`config.mk`:
```
export PLATFORM = sky130hd
export DESIGN_NAME = tone_sequencer
export DESIGN_NICKNAME = d
export VERILOG_FILES = /design/src/rtl/tone_sequencer.sv
export SDC_FILE = /design/constraint.sdc
export NUM_CORES = 1
export LEC_CHECK = 0
export CORE_MARGIN = 5
export CORE_UTILIZATION = 29
export DETAILED_ROUTE_END_ITERATION = 8
export DONT_BUFFER_PORTS = 1
export SLEW_MARGIN = 30
export SYNTH_ARGS = -nofsm -noshare
export SYNTH_HDL_FRONTEND = slang
export SYNTH_SLANG_ARGS = --single-unit
```
`constraint.sdc`:
```
create_clock -name clk -period 3.3 [get_ports clk]
set_input_delay 0.495 -clock clk [delete_from_list [all_inputs] [get_ports clk]]
set_output_delay 0.495 -clock clk [all_outputs]
set_load 0.005 [all_outputs]
```
`src/rtl/tone_sequencer.sv`:
```
// Simon Says pattern playback: walks the pattern memory, plays each colour's
// tone for TONE_CYC cycles with its lamp lit, then stays silent for GAP_CYC cycles.
module tone_sequencer #(
    parameter int MAX_LEN  = 32,
    parameter int TONE_CYC = 25000000,
    parameter int GAP_CYC  = 5000000
) (
    input  logic       clk,
    input  logic       reset,
    input  logic       start,
    input  logic       abort,
    input  logic [5:0] length,
    input  logic [1:0] step_color,
    output logic [4:0] step_idx,
    output logic [3:0] sound_select,
    output logic       play,
    output logic [3:0] light,
    output logic       busy,
    output logic       done
);

    localparam int CMAX = (TONE_CYC > GAP_CYC) ? TONE_CYC : GAP_CYC;
    localparam int CW   = $clog2(CMAX + 1);

    localparam logic [CW-1:0] TONE_LAST = CW'(TONE_CYC - 1);
    localparam logic [CW-1:0] GAP_LAST  = CW'(GAP_CYC - 1);
    localparam logic [5:0]    LEN_MAX   = 6'(MAX_LEN);

    localparam logic [2:0] S_IDLE  = 3'd0;
    localparam logic [2:0] S_FETCH = 3'd1;
    localparam logic [2:0] S_TONE  = 3'd2;
    localparam logic [2:0] S_GAP   = 3'd3;
    localparam logic [2:0] S_DONE  = 3'd4;

    logic [2:0]    r_state;
    logic [5:0]    r_len_q;
    logic [CW-1:0] r_cnt;
    logic [4:0]    r_step_idx;
    logic [3:0]    r_sound_select;
    logic          r_play;
    logic [3:0]    r_light;
    logic          r_busy;
    logic          r_done;

    logic [5:0]    w_len_clip;
    logic          w_last_step;
    logic [CW-1:0] w_cnt_inc;

    assign w_len_clip  = (length > LEN_MAX) ? LEN_MAX : length;
    assign w_last_step = ({1'b0, r_step_idx} == (r_len_q - 6'd1));
    assign w_cnt_inc   = (&r_cnt) ? r_cnt : r_cnt + 1'b1;

    always_ff @(posedge clk or negedge reset) begin
        if (!reset) begin
            r_state        <= S_IDLE;
            r_len_q        <= '0;
            r_cnt          <= '0;
            r_step_idx     <= '0;
            r_sound_select <= '0;
            r_play         <= 1'b0;
            r_light        <= '0;
            r_busy         <= 1'b0;
            r_done         <= 1'b0;
        end else begin
            r_done <= 1'b0;
            if (abort && r_state != S_IDLE) begin
                // Abort drops straight back to IDLE; no done pulse follows.
                r_state <= S_IDLE;
                r_play  <= 1'b0;
                r_light <= '0;
                r_busy  <= 1'b0;
            end else begin
                case (r_state)
                    S_IDLE: begin
                        if (start && !abort) begin
                            r_len_q    <= w_len_clip;
                            r_step_idx <= '0;
                            if (w_len_clip == 6'd0) begin
                                r_state <= S_DONE;
                                r_busy  <= 1'b0;
                                r_done  <= 1'b1;
                            end else begin
                                r_state <= S_FETCH;
                                r_busy  <= 1'b1;
                            end
                        end
                    end
                    S_FETCH: begin
                        // Colour is captured here; sound_select keeps it through the gap.
                        r_cnt          <= '0;
                        r_state        <= S_TONE;
                        r_play         <= 1'b1;
                        r_sound_select <= {2'b00, step_color};
                        r_light        <= 4'b0001 << step_color;
                    end
                    S_TONE: begin
                        if (r_cnt >= TONE_LAST) begin
                            r_cnt   <= '0;
                            r_state <= S_GAP;
                            r_play  <= 1'b0;
                            r_light <= '0;
                        end else begin
                            r_cnt <= w_cnt_inc;
                        end
                    end
                    S_GAP: begin
                        if (r_cnt >= GAP_LAST) begin
                            r_cnt <= '0;
                            if (w_last_step) begin
                                r_state <= S_DONE;
                                r_busy  <= 1'b0;
                                r_done  <= 1'b1;
                            end else begin
                                r_state    <= S_FETCH;
                                r_step_idx <= r_step_idx + 1'b1;
                            end
                        end else begin
                            r_cnt <= w_cnt_inc;
                        end
                    end
                    S_DONE: begin
                        r_state <= S_IDLE;
                        r_play  <= 1'b0;
                        r_light <= '0;
                        r_busy  <= 1'b0;
                    end
                    default: begin
                        r_state <= S_IDLE;
                        r_play  <= 1'b0;
                        r_light <= '0;
                        r_busy  <= 1'b0;
                    end
                endcase
            end
        end
    end

    assign step_idx     = r_step_idx;
    assign sound_select = r_sound_select;
    assign play         = r_play;
    assign light        = r_light;
    assign busy         = r_busy;
    assign done         = r_done;

endmodule
```
==> results.py, run 1 <==
metrics = {
    "status": {
        "status": "finished clean",
    },
    "yosys": {
        "ys.flop_type": "dfrtp_1",
        "ys_ff_latch": 48,
        "synth_edf_count": 0,
        "syn_area_per_cell_sq_um": 8.900,
        "async_reset_ff_frac": 1.000,
        "syn_inst": 309,
        "yosysSeqAreaShare": 0.4368,
        "synth_cell_types": 55,
        "netlist_area_sq_um": 2750,
        "ys.warnings.count": 0,
    },
    "setup_path": {
        "path_cells": "nor4_1 -> nand4bb_1 -> a2111oi_0 -> nor2_1 -> a211oi_1 -> o32ai_1",
        "start_kind": "flop",
        "critPathSlowestCell": "a2111oi_0",
        "worstPathRequired_ps": 3450,
        "cp.arrival_ps": 2900,
        "r2r_slack_ps": 550,
        "criticalPathCategory": "flop to flop",
        "cp-end-kind": "flop",
        "cp_max_fo": 7,
        "cp_slowest_stage_delay_ps": 680,
    },
    "global_routing": {
        "grt_max_degree": 49,
        "antenna_found_initial": 0,
        "busiest_layer": "met2",
        "grt_pass1_vias": 2095,
        "met1_usage": 0.1401,
        "grt_use_met3": 0.02759,
        "grt_pass1_wl_mm": 10.24,
        "grt_use_met2": 0.1783,
        "grtUsageTotal": 0.1068,
        "grt_overflow_total": 0,
    },
    "place": {
        "port_buffers": 0,
        "hpwl_mm": 4.315,
        "routabilityCongestion": 0.8430,
    },
    "drt": {
        "routedWlPerCell_um": 13.34,
        "vias": 2164,
        "drtAntennaViolNets": 0,
        "drcViolationCount": 0,
        "drt-pass1-iter-count": 4,
        "via_per_inst": 4.918,
        "drt_wl_total_mm": 5.868,
        "drtIter0Drc": 102,
    },
    "timing": {
        "fmax_ghz": 0.3639,
        "rsz0062_at_grt": "no",
        "min_period_ps": 2748,
        "tightest_slew_ps": 736.4,
        "period_share": 0.8327,
        "max_slew_margin": 0.5090,
        "finalMaxSlewViolations": 0,
        "fin_skew_ps": 6.992,
        "setup_viol": 0,
        "hold_viol_final": 0,
        "setup_tns_ps": 0,
    },
    "die": {
        "num_rows": 35,
        "die_width_um": 107.4,
        "ios": 28,
        "die-area_sq_um": 11530,
        "start_util": 0.2976,
        "fp.dieH_um": 107.4,
        "core_sq_um": 9240,
    },
    "power": {
        "powerDensity_nw_per_um2": 457.3,
        "peakVddDrop_uv": 192.6,
        "p_leak_nw": 1.275,
    },
    "clock_tree": {
        "cts_tree": "done",
        "cts_buffers": 5,
        "h-tree-depth": 2,
        "cts_root_buf": "clkbuf_8",
        "clock_path_buffers": 2,
        "cts.clk_slew.worst_paths_ps": 90,
        "clock-sinks": 48,
        "clk_latency_ps": 300,
    },
    "hold_path": {
        "hold_class": "input pin to asynchronous set/reset pin",
    },
    "finish": {
        "utilization": 0.3269,
        "layout-drive-gt1-share": 0.06431,
        "nets": 325,
        "n_antenna_cell": 0,
        "area_growth_pct": 9.827,
    },
    "job": {
        "maxCapViolations": 0,
    },
}
[stage by stage]
stage | cells | hold WS [ps] | cell area, sq um | worst slack [ps] | total power, mW
2_1_floorplan | 310 | 199.4 | 2754 | 845.2 | 0.9038
3_3_place_gp | 431 | 203.1 | 2885 | 649.8 | 0.9583
3_5_place_dp | 431 | 203.0 | 2885 | 605.5 | 0.9635
4_1_cts | 440 | 46.45 | 3020 | 558.0 | 1.396
5_1_grt | 440 | 47.87 | 3020 | 185.1 | 1.468
6_report | 440 | 28.38 | 3020 | 552.0 | 1.381
[layout by cell type, fill, tap and decap left out, drive strengths merged, types with 3 or more instances in the layout]
master,netlist,final
a211o,4,4
nand2b,9,9
nand4,5,5
nand3b,4,4
nor3,14,14
o22ai,3,3
ha,3,3
nand2,39,39
xor2,13,13
mux2i,3,3
and4,4,4
o21ai,14,14
or3,3,3
nor4,3,3
and2,5,5
and3,4,4
nand3,12,12
inv,11,11
buf,2,3
nor2,40,40
or2,3,3
a21oi,6,6
clkbuf,8,6
dfrtp,48,48
xnor2,15,15
[cell usage after synthesis, types with 6 or more instances]
cell      number  area share
nand2_1       38       0.052
nor3_1        13       0.024
nor2_1        40       0.055
inv_1         11       0.015
dfrtp_1       48        0.44
xnor2_1       15       0.048
o21ai_0       13       0.024
clkbuf_1       8       0.011
xor2_1        13       0.041
a21oi_1        6       0.011
nand3_1       12       0.022
nand2b_1       9       0.020
[cell families after synthesis]
kind of cell | after synthesis | share of synthesized area
simple gates | 155 | 0.2889
compound gates | 48 | 0.1197
flops | 48 | 0.4368
xor+xnor | 28 | 0.08917
buf+inv | 21 | 0.03139
mux | 5 | 0.01911
fa+ha+maj | 3 | 0.01365
other cells | 1 | 0.001364
[worst max-delay path, delay by kind of cell, from the launching register on]
family           cells  cell delay [ps]
AO/OA/AOI/OAI        3             1450
flip-flops           1              450
AND/OR/NAND/NOR      3              700
[registers in the layout, indices dropped and copies added, names as in the netlist]
register and flops:
sound_select 2, light 4, r_state 3, done 1, r_len_q 6, play 1, busy 1, r_cnt 25
step_idx 5
[path summary, 6_finish.rpt]
| kind | start | endpoint | cells after the start |
|---|---|---|---|
| hold reg to reg | sound_select[0]$_DFFE_PN0P_ | sound_select[0]$_DFFE_PN0P_ | 2 |
| max in group asynchronous | reset | r_cnt[18]$_DFFE_PN0P_ | 1 |
| hold / removal | reset | r_cnt[2]$_DFFE_PN0P_ | 1 |
| setup / recovery | r_cnt[6]$_DFFE_PN0P_ | light[0]$_DFFE_PN0P_ | 6 |
| min in group clk | abort | r_state[0]$_DFFE_PN0P_ | 1 |
| setup reg to reg | r_cnt[6]$_DFFE_PN0P_ | light[0]$_DFFE_PN0P_ | 6 |
[area by class of cell]
cell class / count / area, sq um
Tap cell: 129 / 161.4
Inverter: 11 / 41.29
Clock buffer: 6 / 72.57
Clock inverter: 2 / 35.03
Timing Repair Buffer: 3 / 42.54
Multi-Input combinational cell: 241 / 1466
Sequential cell: 48 / 1201
Fill cell: 946 / 6220
[routing by layer]
layer | wire length (um) | up-vias
met2 | 2801 | 41
met1 | 2755 | 1038
met3 | 275 | 4
met5 | 0 | -
met4 | 36 | 0
li1 | - | 1081
[report_power, final]
part           leakage, nW  switching [mW]  internal (mW)
sequential           0.652          0.0722          0.650
clock               0.0552           0.192          0.225
combinational        0.568           0.137          0.104
[what timing repair did]
action                                 CTS  global route
hold buffers                             1             0
endpoints found under the hold margin   48             0
gates resized for setup                  0             0
setup buffers                            0             0
(Power assumes the default switching activity.)
==> run 2: changes to the inputs <==
==> constraint.sdc (replaced) <==
create_clock -name clk -period 2.23 [get_ports clk]
set_input_delay 0.3345 -clock clk [delete_from_list [all_inputs] [get_ports clk]]
set_output_delay 0.3345 -clock clk [all_outputs]
set_load 0.005 [all_outputs]
==> results.py, run 2 (same netlist as run 1, synthesis figures left out) <==
metrics = {
    "finish": {
        "n_antenna_cell": 0,
        "most-common-layout-cells": "buf_4 (53), dfrtp_1 (48), nor2_1 (39), nand2_1 (37), xnor2_1 (14)",
        "layout-drive-gt1-share": 0.2445,
        "num-fill-cells": 923,
        "top_register": "r_cnt",
        "nets": 378,
        "mostFrequentLayoutCell": "buf_4",
        "area_growth_pct": 28.25,
        "finalNonFillerCells": 493,
        "largest_register_ffs": 25,
    },
    "setup_path": {
        "cp_max_fo": 3,
        "start_kind": "flop",
        "path_cells": "or4_4 -> nor3_4 -> o311ai_2 -> and3_1 -> a2111o_1 -> or4b_4 -> nand2_2",
        "critPathSlowestCell": "or4_4",
        "timing.rr.end": "step_idx[2]$_DFFE_PN0P_",
        "cp.arrival_ps": 2630,
        "r2r_start": "r_cnt[21]$_DFFE_PN0P_",
        "reg2reg_depth": 7,
        "cp-end-kind": "flop",
        "criticalPathCategory": "flop to flop",
        "r2r_slack_ps": -150,
        "cp_slowest_stage_delay_ps": 560,
        "worstPathRequired_ps": 2480,
    },
    "timing": {
        "max_slew_margin": 0.5885,
        "fmax_ghz": 0.4202,
        "setup_tns_ps": -335.7,
        "min_period_ps": 2380,
        "finalMaxSlewViolations": 0,
        "period_share": 1.067,
        "tightest_slew_ps": 608.6,
        "fin_skew_ps": 17.57,
        "setup_viol": 13,
        "hold_viol_final": 0,
        "fin_ws_ps": -149.8,
        "rsz0062_at_grt": "yes",
    },
    "clock_tree": {
        "clock-sinks": 48,
        "clock_path_buffers": 2,
        "h-tree-depth": 2,
        "cts_tree": "done",
        "cts_buffers": 5,
        "cts_root_buf": "clkbuf_8",
        "clk_latency_ps": 310,
        "cts.clk_slew.worst_paths_ps": 100,
    },
    "die": {
        "num_rows": 35,
        "die_width_um": 107.4,
        "core_sq_um": 9240,
        "fp.dieH_um": 107.4,
        "die-area_sq_um": 11530,
        "ios": 28,
        "start_util": 0.2976,
    },
    "global_routing": {
        "antenna_found_initial": 0,
        "grt_max_degree": 49,
        "grt_use_met3": 0.02819,
        "busiest_layer": "met2",
        "grt_pass1_wl_mm": 11.20,
        "grtUsageTotal": 0.1191,
        "grt_overflow_total": 0,
        "grt_pass1_vias": 2399,
        "met1_usage": 0.1507,
        "grt_use_met2": 0.2011,
    },
    "drt": {
        "drt-pass1-iter-count": 6,
        "via_per_inst": 4.850,
        "drcViolationCount": 0,
        "vias": 2391,
        "routedWlPerCell_um": 13.55,
        "drt_wl_total_mm": 6.680,
        "drtIter0Drc": 112,
        "drtAntennaViolNets": 0,
    },
    "hold_path": {
        "hold_class": "input pin to flop",
        "hold_depth": 1,
        "hp-start": "abort",
        "holdPathEnd": "r_state[0]$_DFFE_PN0P_",
    },
    "status": {
        "status": "complete, but fails checks",
        "violations": "negative setup slack",
    },
    "power": {
        "p_leak_nw": 1.577,
        "peakVddDrop_uv": 291.8,
        "powerDensity_nw_per_um2": 594.7,
    },
    "place": {
        "hpwl_mm": 4.950,
        "port_buffers": 0,
        "dp.cells": 479,
        "routabilityCongestion": 0.8367,
    },
    "job": {
        "maxCapViolations": 0,
    },
}
run 2: cell types whose count changed in the layout (fill, tap and decap cells not counted), sizes merged:
cell	change
buf	+52
clkinv	+2
bufinv	-1
clkbuf	-1
dlygate4sd3	+1
run 2: layer usage:
| metal | share of wire | up-vias |
|---|---|---|
| met4 | 0.011 | 0 |
| li1 | - | 1199 |
| met5 | 0 | - |
| met1 | 0.46 | 1144 |
| met2 | 0.49 | 42 |
| met3 | 0.044 | 6 |
run 2: area by class of cell:
| class | count | area [sq um] | area share |
|---|---|---|---|
| Clock inverter | 3 | 18.77 | 0.005321 |
| Clock buffer | 5 | 68.82 | 0.01951 |
| Inverter | 11 | 41.29 | 0.01171 |
| Multi-Input combinational cell | 241 | 1580 | 0.4480 |
| Tap cell | 129 | 161.4 | 0.04576 |
| Timing Repair Buffer | 56 | 455.4 | 0.1291 |
| Sequential cell | 48 | 1201 | 0.3405 |
run 2: worst max-delay path by stage:
stage	start	end	slack (ps)	cells after the start
after CTS	r_cnt[21]$_DFFE_PN0P_	step_idx[2]$_DFFE_PN0P_	-140	7
final	r_cnt[21]$_DFFE_PN0P_	step_idx[2]$_DFFE_PN0P_	-150	7
after global routing	r_len_q[0]$_DFFE_PN0P_	step_idx[2]$_DFFE_PN0P_	-230	9
after global placement	r_cnt[21]$_DFFE_PN0P_	step_idx[2]$_DFFE_PN0P_	-160	7
after floorplan	r_cnt[23]$_DFFE_PN0P_	step_idx[2]$_DFFE_PN0P_	-200	7
after detailed placement	r_cnt[21]$_DFFE_PN0P_	step_idx[3]$_DFFE_PN0P_	-230	8
run 2: per-stage QoR:
stage	utilization	setup slack (ps)	hold WS (ps)	total power, mW	instance area, sq um
6_report	0.3817	-149.8	101.8	2.097	3527
5_1_grt	0.3817	-227.4	100.9	2.215	3527
4_1_cts	0.3709	-137.2	95.04	2.088	3427
3_5_place_dp	0.3527	-225.4	42.14	1.512	3259
3_3_place_gp	0.3527	-158.4	42.05	1.502	3259
2_1_floorplan	-	-202.0	38.91	1.340	2755
run 2: power breakdown:
part           switching [mW]  internal (mW)
combinational           0.268          0.247
clock                   0.309          0.219
sequential             0.0922          0.962
run 2: worst max-delay path: cells and delay by family (launching register included):
kind / cells / cell delay [ps]
and+or+nand+nor: 5 / 1470
AOI/OAI and AO/OA: 2 / 450
DFF: 1 / 400
run 2: timing repair:
action,4_1_cts,5_1_grt
setup buffers,1,3
cloned,0,0
hold buffers,2,0
endpoints found under the hold margin,48,0
setup endpoints to repair,37,39
resized for setup,6,18
pin swaps,1,3
